--- src/rtl/nn_pkg.sv ---
// Shared fixed-point definitions for the neural-net datapath: Q-format defaults,
// dense-layer FSM states and the floor-then-clamp narrowing helper.
package nn_pkg;

   localparam int DATA_W_DEF = 16;
   localparam int FRAC_W_DEF = 8;
   localparam int SAT_W      = 96;

   typedef enum logic [2:0] {IDLE, WAIT_IN, MAC, DRAIN, OUT, FIN} state_e;

   // Arithmetic shift floors toward -inf; the caller keeps the low data_w bits.
   function automatic logic signed [SAT_W-1:0] sat_shift(
      input logic signed [SAT_W-1:0] acc,
      input int                      frac_w,
      input int                      data_w
   );
      logic signed [SAT_W-1:0] one;
      logic signed [SAT_W-1:0] hi;
      logic signed [SAT_W-1:0] lo;
      logic signed [SAT_W-1:0] sh;
      one    = '0;
      one[0] = 1'b1;
      hi     = (one <<< (data_w - 1)) - one;
      lo     = -(one <<< (data_w - 1));
      sh     = acc >>> frac_w;
      if (sh > hi) return hi;
      if (sh < lo) return lo;
      return sh;
   endfunction

endpackage

--- src/rtl/dense_layer_engine_if.sv ---
// Control, activation-in, weight-SRAM and result-out signals of the dense layer engine.
interface dense_layer_engine_if
   import nn_pkg::*;
#(
   parameter int DATA_W = DATA_W_DEF,
   parameter int W_AW   = 7
);
   logic              start;
   logic              acc_keep;
   logic [DATA_W-1:0] in_data;
   logic              in_valid;
   logic              in_ready;
   logic [W_AW-1:0]   w_addr;
   logic              w_en;
   logic [DATA_W-1:0] w_rdata;
   logic [DATA_W-1:0] out_data;
   logic              out_valid;
   logic              out_ready;
   logic              busy;
   logic              done;

   modport master (
      output start, acc_keep, in_data, in_valid, w_rdata, out_ready,
      input  in_ready, w_addr, w_en, out_data, out_valid, busy, done
   );

   modport slave (
      input  start, acc_keep, in_data, in_valid, w_rdata, out_ready,
      output in_ready, w_addr, w_en, out_data, out_valid, busy, done
   );

endinterface

--- src/rtl/dense_layer_engine_acc.sv ---
// One ACC_W accumulator per output neuron with bulk clear, add-at-index and a
// combinational read port; contents survive between runs unless cleared or reset.
module acc_bank #(
   parameter int N_OUT = 10,
   parameter int ACC_W = 37,
   parameter int IDX_W = 4
) (
   input  logic                    clk,
   input  logic                    reset,
   input  logic                    clr_i,
   input  logic                    add_vld_i,
   input  logic [IDX_W-1:0]        add_idx_i,
   input  logic signed [ACC_W-1:0] add_val_i,
   input  logic [IDX_W-1:0]        rd_idx_i,
   output logic signed [ACC_W-1:0] rd_val_o
);

   logic signed [ACC_W-1:0] acc_q [N_OUT];
   logic signed [ACC_W-1:0] acc_d [N_OUT];

   always_comb begin
      for (int k = 0; k < N_OUT; k++) begin
         acc_d[k] = acc_q[k];
         if (clr_i) begin
            acc_d[k] = '0;
         end else if (add_vld_i && (add_idx_i == IDX_W'(k))) begin
            acc_d[k] = acc_q[k] + add_val_i;
         end
      end
   end

   always_ff @(posedge clk) begin
      if (!reset) begin
         for (int k = 0; k < N_OUT; k++) acc_q[k] <= '0;
      end else begin
         for (int k = 0; k < N_OUT; k++) acc_q[k] <= acc_d[k];
      end
   end

   assign rd_val_o = acc_q[rd_idx_i];

endmodule

--- src/rtl/dense_layer_engine.sv ---
// Fully-connected layer: one input per WAIT_IN, N_OUT weight fetches with a one-cycle
// product pipeline, then the saturated accumulators stream out under valid/ready.
module dense_layer_engine
   import nn_pkg::*;
#(
   parameter int DATA_W = DATA_W_DEF,
   parameter int FRAC_W = FRAC_W_DEF,
   parameter int N_IN   = 10,
   parameter int N_OUT  = 10,
   parameter int ACC_W  = 2*DATA_W + $clog2(N_IN) + 1,
   parameter int W_AW   = $clog2(N_IN*N_OUT)
) (
   input  logic                clk,
   input  logic                reset,
   dense_layer_engine_if.slave bus
);

   localparam int IN_W  = (N_IN  > 1) ? $clog2(N_IN)  : 1;
   localparam int IDX_W = (N_OUT > 1) ? $clog2(N_OUT) : 1;

   state_e                   state_q, state_d;
   logic [IN_W-1:0]          i_q, i_d;
   logic [IDX_W-1:0]         j_q, j_d;
   logic [IDX_W-1:0]         jdly_q;
   logic [IDX_W-1:0]         out_idx_q, out_idx_d;
   logic [W_AW-1:0]          addr_q, addr_d;
   logic signed [DATA_W-1:0] x_q, x_d;
   logic                     mac_vld_q;
   logic                     clr_acc;
   logic signed [2*DATA_W-1:0] prod;
   logic signed [ACC_W-1:0]  add_val;
   logic signed [ACC_W-1:0]  rd_acc;
   logic signed [SAT_W-1:0]  sat_res;

   always_ff @(posedge clk) begin
      if (!reset) begin
         state_q   <= IDLE;
         i_q       <= '0;
         j_q       <= '0;
         jdly_q    <= '0;
         out_idx_q <= '0;
         addr_q    <= '0;
         x_q       <= '0;
         mac_vld_q <= 1'b0;
      end else begin
         state_q   <= state_d;
         i_q       <= i_d;
         j_q       <= j_d;
         jdly_q    <= j_q;
         out_idx_q <= out_idx_d;
         addr_q    <= addr_d;
         x_q       <= x_d;
         mac_vld_q <= (state_q == MAC);
      end
   end

   // Weights are laid out row-major, so the address simply counts up across the run.
   always_comb begin
      state_d       = state_q;
      i_d           = i_q;
      j_d           = j_q;
      out_idx_d     = out_idx_q;
      addr_d        = addr_q;
      x_d           = x_q;
      clr_acc       = 1'b0;
      bus.in_ready  = (state_q == WAIT_IN);
      bus.w_en      = (state_q == MAC);
      bus.w_addr    = (state_q == MAC) ? addr_q : '0;
      bus.out_valid = (state_q == OUT);
      bus.out_data  = (state_q == OUT) ? sat_res[DATA_W-1:0] : '0;
      bus.busy      = (state_q != IDLE);
      bus.done      = (state_q == FIN);
      case (state_q)
         IDLE: begin
            if (bus.start) begin
               clr_acc = !bus.acc_keep;
               i_d     = '0;
               addr_d  = '0;
               state_d = WAIT_IN;
            end
         end
         WAIT_IN: begin
            if (bus.in_valid) begin
               x_d     = bus.in_data;
               j_d     = '0;
               state_d = MAC;
            end
         end
         MAC: begin
            addr_d = addr_q + 1'b1;
            j_d    = j_q + 1'b1;
            if (j_q == IDX_W'(N_OUT - 1)) state_d = DRAIN;
         end
         DRAIN: begin
            if (i_q == IN_W'(N_IN - 1)) begin
               out_idx_d = '0;
               state_d   = OUT;
            end else begin
               i_d     = i_q + 1'b1;
               state_d = WAIT_IN;
            end
         end
         OUT: begin
            if (bus.out_ready) begin
               if (out_idx_q == IDX_W'(N_OUT - 1)) state_d = FIN;
               else out_idx_d = out_idx_q + 1'b1;
            end
         end
         FIN:     state_d = IDLE;
         default: state_d = IDLE;
      endcase
   end

   assign prod    = (2*DATA_W)'(x_q) * (2*DATA_W)'($signed(bus.w_rdata));
   assign add_val = ACC_W'(prod);
   assign sat_res = sat_shift(SAT_W'(rd_acc), FRAC_W, DATA_W);

   acc_bank #(
      .N_OUT (N_OUT),
      .ACC_W (ACC_W),
      .IDX_W (IDX_W)
   ) u_acc (
      .clk       (clk),
      .reset     (reset),
      .clr_i     (clr_acc),
      .add_vld_i (mac_vld_q),
      .add_idx_i (jdly_q),
      .add_val_i (add_val),
      .rd_idx_i  (out_idx_q),
      .rd_val_o  (rd_acc)
   );

endmodule

--- src/flat_wrapper.sv ---
// flat-port wrapper written by rule: the top's interface ports become plain ports
module dense_layer_engine_flat import nn_pkg::*;
#(
   parameter int DATA_W = DATA_W_DEF,
   parameter int FRAC_W = FRAC_W_DEF,
   parameter int N_IN   = 10,
   parameter int N_OUT  = 10,
   parameter int ACC_W  = 2*DATA_W + $clog2(N_IN) + 1,
   parameter int W_AW   = $clog2(N_IN*N_OUT)
)
  (clk, reset, bus_start, bus_acc_keep, bus_in_data, bus_in_valid, bus_w_rdata, bus_out_ready, bus_in_ready, bus_w_addr, bus_w_en, bus_out_data, bus_out_valid, bus_busy, bus_done);
  dense_layer_engine_if #(.DATA_W(DATA_W), .W_AW(W_AW)) bus_i ();
  input  logic clk;
  input  logic reset;
  input wire logic [$bits(bus_i.start)-1:0] bus_start;
  input wire logic [$bits(bus_i.acc_keep)-1:0] bus_acc_keep;
  input wire logic [$bits(bus_i.in_data)-1:0] bus_in_data;
  input wire logic [$bits(bus_i.in_valid)-1:0] bus_in_valid;
  input wire logic [$bits(bus_i.w_rdata)-1:0] bus_w_rdata;
  input wire logic [$bits(bus_i.out_ready)-1:0] bus_out_ready;
  output wire logic [$bits(bus_i.in_ready)-1:0] bus_in_ready;
  output wire logic [$bits(bus_i.w_addr)-1:0] bus_w_addr;
  output wire logic [$bits(bus_i.w_en)-1:0] bus_w_en;
  output wire logic [$bits(bus_i.out_data)-1:0] bus_out_data;
  output wire logic [$bits(bus_i.out_valid)-1:0] bus_out_valid;
  output wire logic [$bits(bus_i.busy)-1:0] bus_busy;
  output wire logic [$bits(bus_i.done)-1:0] bus_done;
  assign bus_i.start = bus_start;
  assign bus_i.acc_keep = bus_acc_keep;
  assign bus_i.in_data = bus_in_data;
  assign bus_i.in_valid = bus_in_valid;
  assign bus_i.w_rdata = bus_w_rdata;
  assign bus_i.out_ready = bus_out_ready;
  assign bus_in_ready = bus_i.in_ready;
  assign bus_w_addr = bus_i.w_addr;
  assign bus_w_en = bus_i.w_en;
  assign bus_out_data = bus_i.out_data;
  assign bus_out_valid = bus_i.out_valid;
  assign bus_busy = bus_i.busy;
  assign bus_done = bus_i.done;
  dense_layer_engine #(.DATA_W(DATA_W), .FRAC_W(FRAC_W), .N_IN(N_IN), .N_OUT(N_OUT), .ACC_W(ACC_W), .W_AW(W_AW)) u_core (.clk(clk), .reset(reset), .bus(bus_i));
endmodule
--- config.mk ---
export PLATFORM = sky130hd
export DESIGN_NAME = dense_layer_engine_flat
export DESIGN_NICKNAME = d
export VERILOG_FILES = /design/src/rtl/nn_pkg.sv /design/src/rtl/dense_layer_engine_if.sv /design/src/rtl/dense_layer_engine_acc.sv /design/src/rtl/dense_layer_engine.sv /design/src/flat_wrapper.sv
export SDC_FILE = /design/constraint.sdc
export NUM_CORES = 2
export LEC_CHECK = 0
export BUFFER_PORTS_ARGS = -buffer_cell sky130_fd_sc_hd__buf_2
export CORE_MARGIN = 2
export CORE_UTILIZATION = 30
export CTS_BUF_LIST = sky130_fd_sc_hd__clkbuf_4
export CTS_CLUSTER_DIAMETER = 40
export DETAILED_ROUTE_END_ITERATION = 10
export PLACE_DENSITY = 0.53
export SETUP_SLACK_MARGIN = 0.15
export SLEW_MARGIN = 20
export SYNTH_ARGS = -nofsm -noshare
export SYNTH_HDL_FRONTEND = slang
export SYNTH_SLANG_ARGS = --single-unit
--- constraint.sdc ---
create_clock -name clk -period 11.4 [get_ports clk]
set_input_delay 0.57 -clock clk [delete_from_list [all_inputs] [get_ports clk]]
set_output_delay 0.57 -clock clk [all_outputs]
set_load 0.005 [all_outputs]
# --- Word-level counts from Yosys, hierarchy flattened ---
# Memories as Yosys holds them, arrays and structs flattened. A register that Yosys moved wholly into a read port is not among the register bits.
# Index checks and enable logic that the tools add are counted.
word_totals:
  reg_bits: 43
  ram_bits: 370
  in_bits: 38
  output_inout_bits: 28
  elab_cells: 148
  n_memories: 1
op_classes:
  addsub: 14
  n_mul: 1
  n_lt_le_gt_ge: 2
  eq_ne: 25
  mux: 63
  bitwise_logic: 10
  n_reduce_logical: 24
mem_list:
  columns: ["name", "depth", "width", "read_ports", "rd_clocked_by_memory_dff", "wr", "line", "rtl"]
  rows:
  - ["u_core.u_acc.acc_q", 10, 37, 11, 1, 10, "dense_layer_engine_acc.sv:18", "logic signed [ACC_W-1:0] acc_q [N_OUT];"]
ops:
  columns: ["op", "n"]
  rows:
  - ["2-to-1 mux 37 bit", 30]
  - ["adder 37 x 32 -> 37 bit", 10]
  - ["2-to-1 mux 16 bit", 5]
  - ["multiplier 16 x 16 -> 32 bit", 1]
  - ["2-to-1 mux 4 bit", 8]
  - ["> comparator 29 x 16 -> 1 bit (second input constant)", 1]
  - ["< comparator 29 x 16 -> 1 bit (second input constant)", 1]
  - ["case mux 4 bit (2 select lines)", 3]
  - ["== test 4 bit (second input constant)", 5]
  - ["2-to-1 mux 3 bit", 6]
  - ["== test 4 x 3 -> 1 bit (second input constant)", 4]
  - ["case mux 3 bit (5 select lines)", 1]
  - ["2-to-1 mux 7 bit", 2]
  - ["case mux 7 bit (2 select lines)", 1]
  - ["adder 4 x 1 -> 4 bit (second input constant)", 3]
  - ["logical AND 1 bit", 10]
  - ["!= test 2 bit (second input constant)", 5]
  - ["bitwise OR 1 bit", 10]
  - ["== test 4 x 2 -> 1 bit (second input constant)", 2]
  - ["nonzero test 2 bit", 4]
  - ["adder 7 x 1 -> 7 bit (second input constant)", 1]
  - ["2-to-1 mux 1 bit", 7]
  - ["== test 3 x 2 -> 1 bit (second input constant)", 2]
  - ["== test 3 bit (second input constant)", 2]
  - ["11 further kinds", 15]

# --- Logic depth before layout (Yosys ltp) ---
depth:
  ltp_word: 6
  ltp_mapped: 38
  mapped_depth_nobuf: 36

# --- By module ---
# A second synthesis with hierarchy kept.
hier_totals:
  cells_unflattened: 5776
  area_unflattened_um2: 46140.5
modules_own_cells:
  columns: ["module", "n_inst", "cells_per_inst", "area_each_um2", "seq_area_each_um2"]
  rows:
  - ["acc_bank", 1, 4438, 34319.2, 7407.1]
  - ["dense_layer_engine", 1, 1338, 11821.3, 860.8]

# --- Least setup slack after synthesis ---
# No wires, ideal clock.
synth_path:
  kind: "input to register"
  start: "in bus_w_rdata[1]"
  end: "mem u_core.u_acc.acc_q[2][36]"
  setup_ps: 70
  arrival_time_ps: 8838
  required_time_ps: 11330
  path_slack_ps: 2491
  cell_stages: 32
  n_path_buf: 1
  cell_sequence: "clkbuf_1 > nand2_1 > fa_1 > fa_1 > fa_1 > fa_1 > inv_1 > fa_1 > fa_1 > ha_1 > a21o_1 > a21o_1 > a21o_1 > a21oi_1 > nor2b_1 > o31ai_1 > a21oi_1 > o21ai_0 > nor2_1 > nor3_1 > ha_1 > nand2_1 > nor4_1 > nand3_1 > o2111ai_1 > a21oi_1 > a211oi_1 > a211oi_1 > or3_1 > xnor2_1 > or3_1 > a21oi_1"
synth_rtl:
  columns: ["element", "line", "rtl"]
  rows:
  - ["start, declared", "flat_wrapper.sv:19", "input wire logic [$bits(bus_i.w_rdata)-1:0] bus_w_rdata;"]
  - ["end, declared", "dense_layer_engine_acc.sv:18", null]

==> impl_metrics.ini <==
[sta]
setup_tns_ns = 0
relSlewSlack_pct = 23.8
hold_ws_ns = 0.164
fin_crit_ns = 10.14
setup_viol = 0
final-hold-violation-count = 0
max_freq_mhz = 98.6
fin_crit_sh_pct = 89.0
drv_slew = 0
rsz0062_at_grt = no
tightest_slew_ns = 1.13
fin_skew_ns = 0.117

[yosys]
synth-compound-area-share_pct = 21.1
synth_edf_count = 0
ys_seq_elements = 417
yosys.area_share.simple_pct = 18.8
ys_seq_area_share_pct = 19.0
synth_ff_type = dfxtp_1
synthArstFlopShare_pct = 0
yosys.area_share.adder_pct = 25.5
synth-xor-area-share_pct = 6.71
synth_top_family_by_area = adder cells
synthCells = 5469
ys_types = 85
synth.area.mux_share_pct = 3.82
synth_warnings = 0
syn-cell-area_um2 = 43900
synth.avg_cell_area_um2 = 8.02
synth_nets = 6238

[grt]
grt_pass1_vias = 38800
grt_max_degree = 173
grtUsageTotal_pct = 18.5
antenna_found_initial = 8
grt-ovfl-total = 0
grt_pass1_wl_um = 217000

[cts]
cts_resized = 0
cts_max_level = 4
cts_buffers = 136
cts_tree = done
cts_setup_buffers = 0
clockRootBuffer = clkbuf_4
clock-sinks = 417
cts.path.max_buffers = 3
insertion_delay_ns = 1.15
clk_pin_slew_ns = 0.06

[floorplanning]
fp-row-count = 140
start_util_pct = 30.2
coreArea_um2 = 145000
io_pins = 66
die_x_um = 386
dieArea_um2 = 149000
die_y_um = 386

[detailed_routing]
drt-met1-wl_um = 62200
ant_nets = 0
drt_iter0_drc = 2238
route.met3.wl_um = 6580
highest_layer = met4
drc = 0
drt_pass1_iterations = 7
dr_wl_met2_um = 65500
routed_via_density = 5.18
num_vias = 39300
avgRoutedWirePerCell_um = 18.2
routed_wl_um = 138000

[power]
pwr_density_cell_nw_per_um2 = 257
leakagePower_nw = 21.6
ir_drop_v = 0.000322
power_mw = 12.5

[cells_and_area]
syn_to_final_growth_pct = 10.9
fillers = 15400
multi_input_area_um2 = 33600
final_common_cell = nand2_1
final_cell_mix = 843 x nand2_1, 650 x a21oi_1, 459 x ha_1
seqCellArea_um2 = 8360
layout-drive-gt1-share_pct = 8.43
final_util_pct = 33.5
stdcell_area_um2 = 48700
nets = 6340

[placed_design]
dp_hpwl_um = 103000
place.gp.congestion = 0.894
place_area_um2 = 46600
port_buffers = 65

[status]
outcome = finished, final reports clean

[hold_path]
hold_path_class = in -> reg

[critical_path]
crit_top_cell = fa_1
critPathSlowestCell = dfxtp_1
worstSetupPathType = reg -> reg
crit_path_start_kind = register
cpPeakStageDelay_ns = 0.74
critPathBufInv = 2
end_kind = register
crit_arrival_ns = 11.11
cp.required_ns = 12.37
path_max_fanout = 17
cpLargestDelayFamily = adder cells

[flow_run]
max_cap_violations = 0
[cells in the mapped netlist, drive strengths merged, types with 15 or more instances]
| cell | count | area, µm² |
|---|---|---|
| a21oi | 652 | 3270 |
| fa | 272 | 5450 |
| o31ai | 19 | 143 |
| nand4 | 27 | 169 |
| and2 | 154 | 963 |
| ha | 459 | 5740 |
| and3 | 37 | 231 |
| nand2b | 48 | 300 |
| mux2i | 36 | 360 |
| mux4 | 58 | 1310 |
| a21boi | 29 | 218 |
| nor2b | 63 | 394 |
| dfxtp | 417 | 8350 |
| a211oi | 105 | 788 |
| inv | 375 | 1410 |
| nand3 | 105 | 526 |
| o21ai | 230 | 1160 |
| nor3 | 76 | 380 |
| o211ai | 25 | 198 |
| a211o | 15 | 131 |
| o21a | 50 | 375 |
| xnor2 | 242 | 2120 |
| nand2 | 843 | 3160 |
| buf | 23 | 101 |
| nor2 | 321 | 1200 |
| xor2 | 94 | 823 |
| o21bai | 51 | 383 |
| or3 | 49 | 307 |
| clkbuf | 187 | 702 |
| a31oi | 41 | 278 |
| a21o | 179 | 1340 |
[worst paths after layout]
| kind | from | cells after the start | slack, ns | to |
|---|---|---|---|---|
| worst max-delay path | u_core.x_q[10] | 33 | 1.26 | u_core.u_acc.acc_q[2][36] |
| worst min-delay path | bus_in_valid | 6 | 0.16 | u_core.state_q[0] |
| worst max register to register | u_core.x_q[10] | 33 | 1.26 | u_core.u_acc.acc_q[2][36] |
| worst min register to register | u_core.addr_q[6] | 1 | 0.45 | u_core.addr_q[6] |
[sequential cells by signal, indices dropped and copies added, names as in the netlist, named ones only]
| register | count |
|---|---|
| u_core.u_acc.acc_q | 370 |
| u_core.x_q | 16 |
| u_core.addr_q | 7 |
| u_core.i_q | 4 |
| u_core.j_q | 4 |
| u_core.jdly_q | 4 |
| u_core.out_idx_q | 4 |
| u_core.state_q | 3 |
| u_core.mac_vld_q | 1 |
[routing by layer]
layer | vias to the layer above | track usage (%)
li1 | 19400 | -
met1 | 18900 | 24.1
met2 | 849 | 31.4
met3 | 219 | 2.57
met4 | 0 | 6.07
met5 | - | 0
[cell type report]
| class | count | area share (%) |
|---|---|---|
| Sequential cell | 417 | 17.2 |
| Inverter | 375 | 2.89 |
| Clock inverter | 51 | 0.550 |
| Multi-Input combinational cell | 4467 | 69.0 |
| Tap cell | 1917 | 4.93 |
| Antenna cell | 9 | 0.0463 |
| Timing Repair Buffer | 174 | 2.60 |
| Clock buffer | 184 | 2.84 |
[through the flow]
stage               setup slack [ns]  cells
global route                   0.532   7592
global placement                1.31   7312
floorplan                       2.49   5469
detailed placement              1.13   7312
CTS                             1.20   7585
finish                          1.26   7594
[worst min-delay path, delay by kind of cell]
| kind | cells | cell delay [ns] |
|---|---|---|
| buffers and inverters | 1 | 0.11 |
| AND/OR/NAND/NOR | 2 | 0.16 |
| AO/OA/AOI/OAI | 3 | 0.33 |
[what timing repair did]
item                       in CTS  in global routing
setup endpoints to repair       0                  0
hold buffers                   38                  0
hold endpoints to repair       39                  0
[power by group]
group	switching, mW	total [mW]	internal, mW	leakage [nW]
Sequential	0.0331	1.51	1.47	3.36
Clock	0.789	1.56	0.776	0.976
Combinational	5.87	9.42	3.55	17.3
Total	6.69	12.5	5.80	21.6
[kinds of logic (layout without fill, tap and decap cells)]
family,count (synthesis),in the layout
adder cells (fa/ha/maj),731,731
flip-flops,417,417
buffers and inverters,585,784
multiplexers,95,95
AO/OA/AOI/OAI,1505,1505
AND/OR/NAND/NOR,1800,1800
other,0,9
XOR/XNOR,336,336
No activity file was read; power rests on OpenSTA's default activity.
